File: config.mk
export PLATFORM = sky130hd
export DESIGN_NAME = serv_bufreg_vec
export DESIGN_NICKNAME = d
export VERILOG_FILES = /design/src/rtl/serv_bufreg_vec.sv
export SDC_FILE = /design/constraint.sdc
export NUM_CORES = 1
export LEC_CHECK = 0
export BUFFER_PORTS_ARGS = -buffer_cell sky130_fd_sc_hd__buf_2
export CAP_MARGIN = 20
export CORE_MARGIN = 1
export CORE_UTILIZATION = 40
export CTS_BUF_LIST = sky130_fd_sc_hd__clkbuf_2 sky130_fd_sc_hd__clkbuf_4 sky130_fd_sc_hd__clkbuf_8
export DETAILED_ROUTE_END_ITERATION = 16
export GPL_ROUTABILITY_DRIVEN = 0
export GPL_TIMING_DRIVEN = 0
export PLACE_DENSITY = 0.74
export SLEW_MARGIN = 25
export SYNTH_ARGS = -nofsm -noshare
export SYNTH_HDL_FRONTEND = slang
export SYNTH_SLANG_ARGS = --single-unit
File: constraint.sdc
create_clock -name i_clk -period 3.3 [get_ports i_clk]
set_input_delay 0.66 -clock i_clk [delete_from_list [all_inputs] [get_ports i_clk]]
set_output_delay 0.66 -clock i_clk [all_outputs]
set_load 0.05 [all_outputs]
File: src/rtl/serv_bufreg_vec.sv
`default_nettype none
// ============================================================================
// Module      : serv_bufreg_vec
// Description : Serial address/shift buffer register for a bit-serial RISC-V
//               core. It accumulates rs1 + imm one B-bit beat at a time,
//               shifts right for shift instructions, and applies a one-cycle
//               parallel signed stride for vector element addressing.
// Revision    : 1.0 - initial release
// ============================================================================
module serv_bufreg_vec #(
  parameter int B        = 1,   // serial bits per beat: 1, 2 or 4
  parameter int MDU      = 0,   // multiply/divide extension present
  parameter int VPU      = 0,   // vector extension present
  parameter int STRIDE_W = 12   // width of the signed stride operand
) (
  input  logic                i_clk,
  input  logic                i_rst,
  input  logic                i_cnt0,
  input  logic                i_en,
  input  logic                i_init,
  input  logic                i_mdu_op,
  input  logic                i_vpu_op,
  input  logic                i_rs1_en,
  input  logic                i_imm_en,
  input  logic                i_clr_lsb,
  input  logic                i_sh_signed,
  input  logic [B-1:0]        i_rs1,
  input  logic [B-1:0]        i_imm,
  input  logic                i_stride_en,
  input  logic [STRIDE_W-1:0] i_stride,
  output logic [B-1:0]        o_q,
  output logic [1:0]          o_lsb,
  output logic [31:0]         o_dbus_adr,
  output logic [31:0]         o_ext_rs1
);

  // Buffer register and serial carry. Only r_c[0] carries information; the
  // register keeps the beat width so the carry lines up with the datapath.
  logic [31:0]  r_d;
  logic [B-1:0] r_c;

  logic [B-1:0]  w_imm_mask;
  logic [B-1:0]  w_rs1_gated;
  logic [B-1:0]  w_imm_gated;
  logic [B:0]    w_sum;
  logic [B-1:0]  w_c_next;
  logic [B-1:0]  w_shift_fill;
  logic [31:0]   w_stride_ext;
  logic          w_lsb_zero;
  logic          w_unused_c;

  // JALR clears only bit 0 of the immediate, and only on the first beat.
  always_comb begin
    w_imm_mask    = '1;
    w_imm_mask[0] = ~(i_cnt0 & i_clr_lsb);
  end

  assign w_rs1_gated = i_rs1 & {B{i_rs1_en}};
  assign w_imm_gated = i_imm & {B{i_imm_en}} & w_imm_mask;

  // One beat of the serial adder; the carry-in is the previous beat's carry.
  assign w_sum = {1'b0, w_rs1_gated} + {1'b0, w_imm_gated} + {{B{1'b0}}, r_c[0]};

  // Carry-out lands in bit 0 of the carry register, upper bits stay zero.
  always_comb begin
    w_c_next    = '0;
    w_c_next[0] = w_sum[B];
  end

  // Arithmetic shifts replicate the current sign bit into every new bit.
  assign w_shift_fill = {B{r_d[31] & i_sh_signed}};

  // Sign-extend the stride to the full address width.
  generate
    if (STRIDE_W < 32) begin : g_stride_ext
      assign w_stride_ext = {{(32-STRIDE_W){i_stride[STRIDE_W-1]}}, i_stride};
    end else begin : g_stride_full
      assign w_stride_ext = i_stride[31:0];
    end
  endgenerate

  // Upper carry bits are always zero and never consumed.
  assign w_unused_c = ^r_c[B-1:1 % B] ^ r_c[0];

  // Buffer/carry update: reset first, then serial beats, then the stride.
  // A stride request on an enabled beat is simply dropped.
  always_ff @(posedge i_clk) begin
    if (i_rst) begin
      r_d <= '0;
      r_c <= '0;
    end else if (i_en) begin
      if (i_init) begin
        r_d <= {w_sum[B-1:0], r_d[31:B]};
        r_c <= w_c_next;
      end else begin
        r_d <= {w_shift_fill, r_d[31:B]};
      end
    end else begin
      // Idle cycles flush the carry so the next word starts clean.
      r_c <= '0;
      if (i_stride_en) begin
        r_d <= r_d + w_stride_ext;
      end
    end
  end

  // Extension operations address whole words, so they see a zero lsb.
  assign w_lsb_zero = ((MDU != 0) & i_mdu_op) | ((VPU != 0) & i_vpu_op);

  assign o_q        = r_d[B-1:0] & {B{i_en}};
  assign o_lsb      = w_lsb_zero ? 2'b00 : r_d[1:0];
  assign o_dbus_adr = {r_d[31:2], 2'b00};
  assign o_ext_rs1  = r_d;

endmodule
`default_nettype wire

==> summary.md, run 1 <==
| Metric | Value |
|---|---|
| DP HPWL | 7710 um |
| Max Transition Viols Final | 0 |
| H-tree depth | 2 |
| Die area | 9060 sq um |
| Largest net degree at the start of global routing | 22 |
| Worst-Skew Late Latency | 0.30 ns |
| Vias per cell | 5.75 |
| Total track usage | 23.7% |
| CTS tree | built |
| Part of the cycle the worst path needs | 91.9% |
| Residual DRC count | 0 |
| CTS root buffer | clkbuf_8 |
| Seq/Total Area, Yosys | 19.0% |
| Placed Area | 4040 sq um |
| Number of global-route vias before repair | roughly 3500 |
| Worst setup path class | in2reg |
| Layout cell share with drive strength beyond 1 | between 20% and 30% |
| Crit path time final | 3.03 ns |
| TritonCTS buffer count | 5 |
| Commonest non-fill, non-tap cells in the layout | buf_2 (88), a21oi_1 (65), nor2_1 (37), buf_4 (34), dfxtp_1 (33) |
| Clock transition at path regs | 0.08 ns |
| PwrDens | 401 nW/um^2 |
| Post-synth EDFFs | 0 |
| Synth Cell Area | around 3500 sq um |
| Routed vias | around 3800 |
| Final hold viol count | 0 |
| Critical path data arrival time | 3.20 ns |
| Core ar. | 8300 sq um |
| Post-Synthesis Cells | 461 |
| Tightest Pin Transition | about 0.73 ns |
| VDD IR-drop max | around 0.2 mV |
| Area Overhead vs Synth | 19.0% |
| Hold buffer count at CTS | 0 |
| Commonest non-fill, non-tap cell in the layout | buf_2 |
| Synth warn | 0 |
| Post-synth ARST share | 0% |
| R2R setup slack | 0.43 ns |
| Final net count | roughly 620 |
| Max FO, Critical Path | 21 |
| Antenna violations before repair | 0 |
| Number of fillers in the final layout | ~830 |
| Data required time of the worst path | between 3 and 4 ns |
| Total leakage power | 1.99 nW |
| CP endpoint kind | flip-flop |
| Status | finished, final reports clean |
| Yosys reg bits | 33 |
| Syn avg cell area | around 7.5 sq um |
| Clk sinks | 33 |
| Tightest hold margin | 0.523 ns |
| Cell area after layout | around 4100 sq um |
| Worst hold path class | reg2reg |
| Setup TNS | 0 ns |
| Starting DRT DRC Count | 220 |
| Worst Clk Skew | 0.00437 ns |
| Setup crit start kind | primary input |
| Max capacitance violation total | 0 |
| Ant. Diodes | 0 |
| Global-route wire length before repair | between 15000 and 20000 um |
| Drt pass-1 iters | 5 |
| RSZ-0062 raised after global routing | no |
| I/O Buffers | 87 |
| Post-synth cell types | 59 |
| Gr ovfl total | 0 |
| Avg WL per Cell | about 16 um |
| Die span in y | 95.2 um |
| DRT Wirelength | roughly 11000 um |
| Clk buf depth | 2 |
| Starting Density | 41.8% |
| Synth Flop Type | dfxtp_1 |
| Routed Antenna Nets | 0 |
| Row cnt | 33 |
| Ports | between 90 and 100 |
| Peak Freq | 330 MHz |
| Final setup violation count | 0 |
| Rel. slew slack | slightly above 50% |
| Die W | between 90 and 100 um |
sequential cells by signal (all words and copies together) (netlist names):
| name | cells |
|---|---|
| o_ext_rs1 | 32 |
| r_c | 1 |
worst paths after layout:
path                                    from                         end  cells past startpoint
setup / recovery                i_stride[11]  o_ext_rs1[28]$_SDFFE_PP0P_                     11
hold / removal    o_ext_rs1[16]$_SDFFE_PP0P_  o_ext_rs1[15]$_SDFFE_PP0P_                      2
setup reg to reg   o_ext_rs1[0]$_SDFFE_PP0P_  o_ext_rs1[28]$_SDFFE_PP0P_                     10
hold reg to reg   o_ext_rs1[16]$_SDFFE_PP0P_  o_ext_rs1[15]$_SDFFE_PP0P_                      2
routing by layer:
layer  vias to the layer above  GRT usage [%]  part of all wire, %
met5                         -              0                    0
met4                         0           10.5                  3.0
met1                      1748           29.3                   42
met2                       176           40.4                   46
li1                       1854              -                    -
met3                        27           3.83                  8.4
cell usage after synthesis, types with 4 or more instances:
cell type | n | area share, %
mux2i_1 | 6 | 1.7
nand4_1 | 6 | 1.1
ha_1 | 31 | 11
nor2b_1 | 9 | 1.6
nor3_1 | 8 | 1.2
nor3b_1 | 7 | 1.5
nor4_1 | 4 | 0.72
buf_4 | 34 | 7.4
a311oi_1 | 4 | 1.0
nor2_1 | 37 | 4.0
and2_1 | 5 | 0.90
buf_1 | 4 | 0.43
a211oi_1 | 14 | 3.0
inv_1 | 25 | 2.7
o21ai_0 | 17 | 2.5
xnor2_1 | 14 | 3.5
nand2_1 | 26 | 2.8
dfxtp_1 | 33 | 19
and3_1 | 4 | 0.72
clkbuf_1 | 14 | 1.5
o21a_1 | 4 | 0.86
o21bai_1 | 5 | 1.1
nand3_1 | 11 | 1.6
a21oi_1 | 65 | 9.4
a221oi_1 | 9 | 2.3
a21o_1 | 11 | 2.4
o221ai_1 | 4 | 1.0
final cells by class:
| type | count | area [sq um] | share of cell area, % |
|---|---|---|---|
| Buffer | 54 | 333 | 8.05 |
| Clock buffer | 6 | 76.3 | 1.85 |
| Clock inverter | 2 | 10.0 | 0.242 |
| Inverter | 25 | 93.8 | 2.27 |
| Multi-Input combinational cell | 350 | 2390 | 57.8 |
| Sequential cell | 33 | 661 | 16.0 |
| Tap cell | 105 | 131 | 3.18 |
| Timing Repair Buffer | 87 | 438 | 10.6 |
kinds of logic (layout without fill, tap and decap cells):
kind of cell | Yosys count | count (layout) | share of synthesized area [%]
AOI/OAI and AO/OA | 164 | 164 | 31.9
xor gates and xnor gates | 17 | 17 | 4.29
adders and majority gates | 33 | 33 | 12.3
buffers and inverters | 79 | 174 | 12.3
DFF | 33 | 33 | 19.0
muxes | 6 | 6 | 1.73
other | 1 | 2 | 0.108
and+or+nand+nor | 128 | 128 | 18.3
power breakdown:
group	internal (mW)	switching [mW]	leakage, nW
combinational	0.286	0.569	1.67
sequential	0.431	0.0452	0.272
clock	0.155	0.170	0.0484
metrics by stage:
step	power, mW	util, %	setup WS, ns	instances
after floorplan	1.15	-	0.500	462
after global placement	1.31	48.7	-0.180	654
after detailed placement	1.33	48.7	-0.191	654
after CTS	1.65	49.8	0.113	662
after global routing	1.75	49.8	0.0284	662
final	1.66	49.8	0.266	662
worst max-delay path, cell delays in order:
cell,delay (ns)
clkbuf_4,0.26
ha_1,0.35
buf_2,0.17
a21o_1,0.20
a31o_2,0.22
a221oi_2,0.27
o211ai_2,0.19
a2111oi_1,0.42
o31ai_1,0.16
xnor2_1,0.19
o22ai_1,0.10
what timing repair did:
action	CTS	global route
buffers inserted	0	0
setup endpoints to repair	0	3
gates resized for setup	0	2
Power figures use the tool's default switching activity.
==> run 2, diff against run 1 <==
Settings changed: CORE_UTILIZATION 40 to 55, PLACE_DENSITY 0.74 to 0.94.
==> run 2 against run 1 <==
Global-route usage is 7.7 points higher. Largest cell class unchanged. Maximum frequency shrank 1.9%. Clock power is 45% higher. Critical endpoint unchanged.
==> summary.md, run 2 (same netlist as run 1, synthesis figures left out) <==
| Metric | Value |
|---|---|
| Status | finished, final reports clean (unchanged) |
| Cell family with the largest share of critical-path delay | compound AO/OA/AOI/OAI gates (unchanged) |
| Drt pass-1 iters | 5 (unchanged) |
| Setup crit start kind | primary input (unchanged) |
| Routed Antenna Nets | 0 (unchanged) |
| CTS root buffer | clkbuf_8 (unchanged) |
| RSZ-0062 raised after global routing | no (unchanged) |
| Max reg flops | 32 (unchanged) |
| Tightest hold margin | 0.534 ns (was 0.523 ns) |
| R2R cell count | 10 (unchanged) |
| Hold buffer count at CTS | 0 (unchanged) |
| Final hold viol count | 0 (unchanged) |
| Worst hold path class | reg2reg (unchanged) |
| Worst setup path class | in2reg (unchanged) |
| Routed vias | 3905 (was 3805) |
| Final net count | 615 (unchanged) |
| Final std cells w/o fill | 632 (was 662) |
| Placed instance count | 624 (was 654) |
| Rel. slew slack | 55.1% (was 51.4%) |
| CTS tree | built (unchanged) |
| Crit path capture | o_ext_rs1[28]$_SDFFE_PP0P_ (unchanged) |
| Critical path's slowest cell | a2111oi_0 (was a2111oi_1) |
| CP endpoint kind | flip-flop (unchanged) |
| Layout cell share with drive strength beyond 1 | 25.0% (unchanged) |
| Antenna violations before repair | 0 (unchanged) |
| Gr ovfl total | 0 (unchanged) |
| Starting DRT DRC Count | 346 (was 220) |
| Number of global-route vias before repair | 3498 (was 3502) |
| I/O Buffers | 87 (unchanged) |
| Clock transition at path regs | 0.08 ns (about the same) |
| Global-route wire length before repair | 16000 um (was 16600 um) |
| Worst path buffer plus inverter count | 2 (unchanged) |
| Commonest non-fill, non-tap cell in the layout | buf_2 (unchanged) |
| Worst-Skew Late Latency | 0.29 ns (was 0.30 ns) |
| Commonest non-fill, non-tap cells in the layout | buf_2 (88), a21oi_1 (65), nor2_1 (37), buf_4 (34), dfxtp_1 (33) (unchanged) |
| Vias per cell | 6.18 (was 5.75) |
| Critical path data arrival time | 3.25 ns (was 3.20 ns) |
| Worst r2r src | o_ext_rs1[0]$_SDFFE_PP0P_ (unchanged) |
| Core ar. | 5990 sq um (was 8300 sq um) |
| R2r endpoint | o_ext_rs1[28]$_SDFFE_PP0P_ (unchanged) |
| Max capacitance violation total | 0 (unchanged) |
| Area Overhead vs Synth | 19.3% (was 19.0%) |
| CP max stage delay | 0.49 ns (was 0.42 ns) |
| Die area | 6630 sq um (was 9060 sq um) |
| Ant. Diodes | 0 (unchanged) |
| VDD IR-drop max | 0.276 mV (was 0.196 mV) |
| H-tree depth | 2 (unchanged) |
| Tightest Pin Transition | 0.674 ns (was 0.728 ns) |
| DP HPWL | 7490 um (was 7710 um) |
| Clk sinks | 33 (unchanged) |
| Starting Density | 58.0% (was 41.8%) |
| Die span in y | 81.5 um (was 95.2 um) |
| Residual DRC count | 0 (unchanged) |
| Data required time of the worst path | 3.46 ns (about the same) |
| Max FO, Critical Path | 21 (unchanged) |
| TritonCTS buffer count | 5 (unchanged) |
| Row cnt | 28 (was 33) |
| CP Cell Sequence | clkbuf_4 > ha_1 > buf_2 > a21o_1 > a31o_2 > a221oi_2 > o211ai_2 > a2111oi_0 > o31ai_1 > xnor2_1 > o22ai_1 (was clkbuf_4 > ha_1 > buf_2 > a21o_1 > a31o_2 > a221oi_2 > o211ai_2 > a2111oi_1 > o31ai_1 > xnor2_1 > o22ai_1) |
| Final setup violation count | 0 (unchanged) |
| Power Total | 1.80 mW (was 1.66 mW) |
| R2R setup slack | 0.42 ns (was 0.43 ns) |
| Max Transition Viols Final | 0 (unchanged) |
| Ports | 93 (unchanged) |
| Part of the cycle the worst path needs | 93.7% (was 91.9%) |
| Die W | 81.5 um (was 95.2 um) |
| Hold Startpoint | o_ext_rs1[23]$_SDFFE_PP0P_ (was o_ext_rs1[16]$_SDFFE_PP0P_) |
| Total track usage | 31.4% (was 23.7%) |
| Largest net degree at the start of global routing | 22 (unchanged) |
| Peak Freq | 323 MHz (was 330 MHz) |
| CP startpoint | i_stride[11] (unchanged) |
| DRT Wirelength | 10300 um (was 10500 um) |
| PwrDens | 436 nW/um^2 (was 401 nW/um^2) |
| Clk buf depth | 2 (unchanged) |
| Crit path time final | 3.09 ns (was 3.03 ns) |
| Total leakage power | 2.01 nW (was 1.99 nW) |
| Avg WL per Cell | 16.2 um (was 15.9 um) |
| WP depth | 11 (unchanged) |
| Worst Clk Skew | 0.00461 ns (was 0.00437 ns) |
run 2: changes by cell type in the layout (fill, tap and decap cells not counted):
cell | previous run | this run
bufinv_16 | 0 | 2
clkbuf_4 | 2 | 1
a2111oi_0 | 0 | 1
a2111oi_1 | 1 | 0
clkinv_2 | 2 | 1
run 2: per-stage QoR:
stage               setup slack, ns  instance area [sq um]  setup TNS (ns)  utilization [%]
finish                        0.208                   4140               0             69.1
global route                 0.0885                   4140               0             69.1
CTS                           0.149                   4140               0             69.1
detailed placement           -0.155                   4010          -0.263             66.9
global placement             -0.106                   4010          -0.106             66.9
floorplan                     0.500                   3480               0                -
run 2: routing by layer:
metal  share of wire, %  wire (um)  up-vias  track usage [%]
met3                8.3        854       43             6.56
met5                  0          0        -                0
li1                   -          -     1862                -
met4                3.3        335        0             15.0
met2                 49       4990      224             54.1
met1                 40       4070     1776             36.8
run 2: cell type report:
cell class | count | area (sq um)
flip-flops and latches | 33 | 661
inverters | 25 | 93.8
clock inverters | 3 | 65.1
plain buffers | 54 | 333
multi-input cells | 350 | 2390
clock buffers | 5 | 68.8
fillers | 481 | 1850
repair buffers | 87 | 438
well taps | 75 | 93.8
run 2: worst min-delay path by stage:
stage                                       endpoint  slack (ns)  depth (start not counted)
final                     o_ext_rs1[22]$_SDFFE_PP0P_        0.53                          2
after CTS                 o_ext_rs1[22]$_SDFFE_PP0P_        0.53                          2
after floorplan                     r_c$_SDFFE_PP0P_        0.53                          2
after detailed placement   o_ext_rs1[8]$_SDFFE_PP0P_        0.51                          2
after global routing       o_ext_rs1[7]$_SDFFE_PP0P_        0.57                          2
after global placement     o_ext_rs1[3]$_SDFFE_PP0P_        0.51                          2
run 2: worst register-to-register path, delay by kind of cell, from the launching register on:
family / cells / cell delay, ns
AO/OA/AOI/OAI: 7 / 1.59
XOR/XNOR: 1 / 0.16
adder cells (fa/ha/maj): 2 / 0.64
flip-flops: 1 / 0.35
run 2: what timing repair did:
item                                    in CTS  in global routing
resized for setup                            0                  1
buffers inserted                             0                  0
endpoints found under the setup margin       0                  2
run 2: where the power goes:
part | internal, mW | switching (mW) | total, mW
logic | 0.286 | 0.572 | 0.858
registers | 0.431 | 0.0457 | 0.476
clock network | 0.300 | 0.170 | 0.470
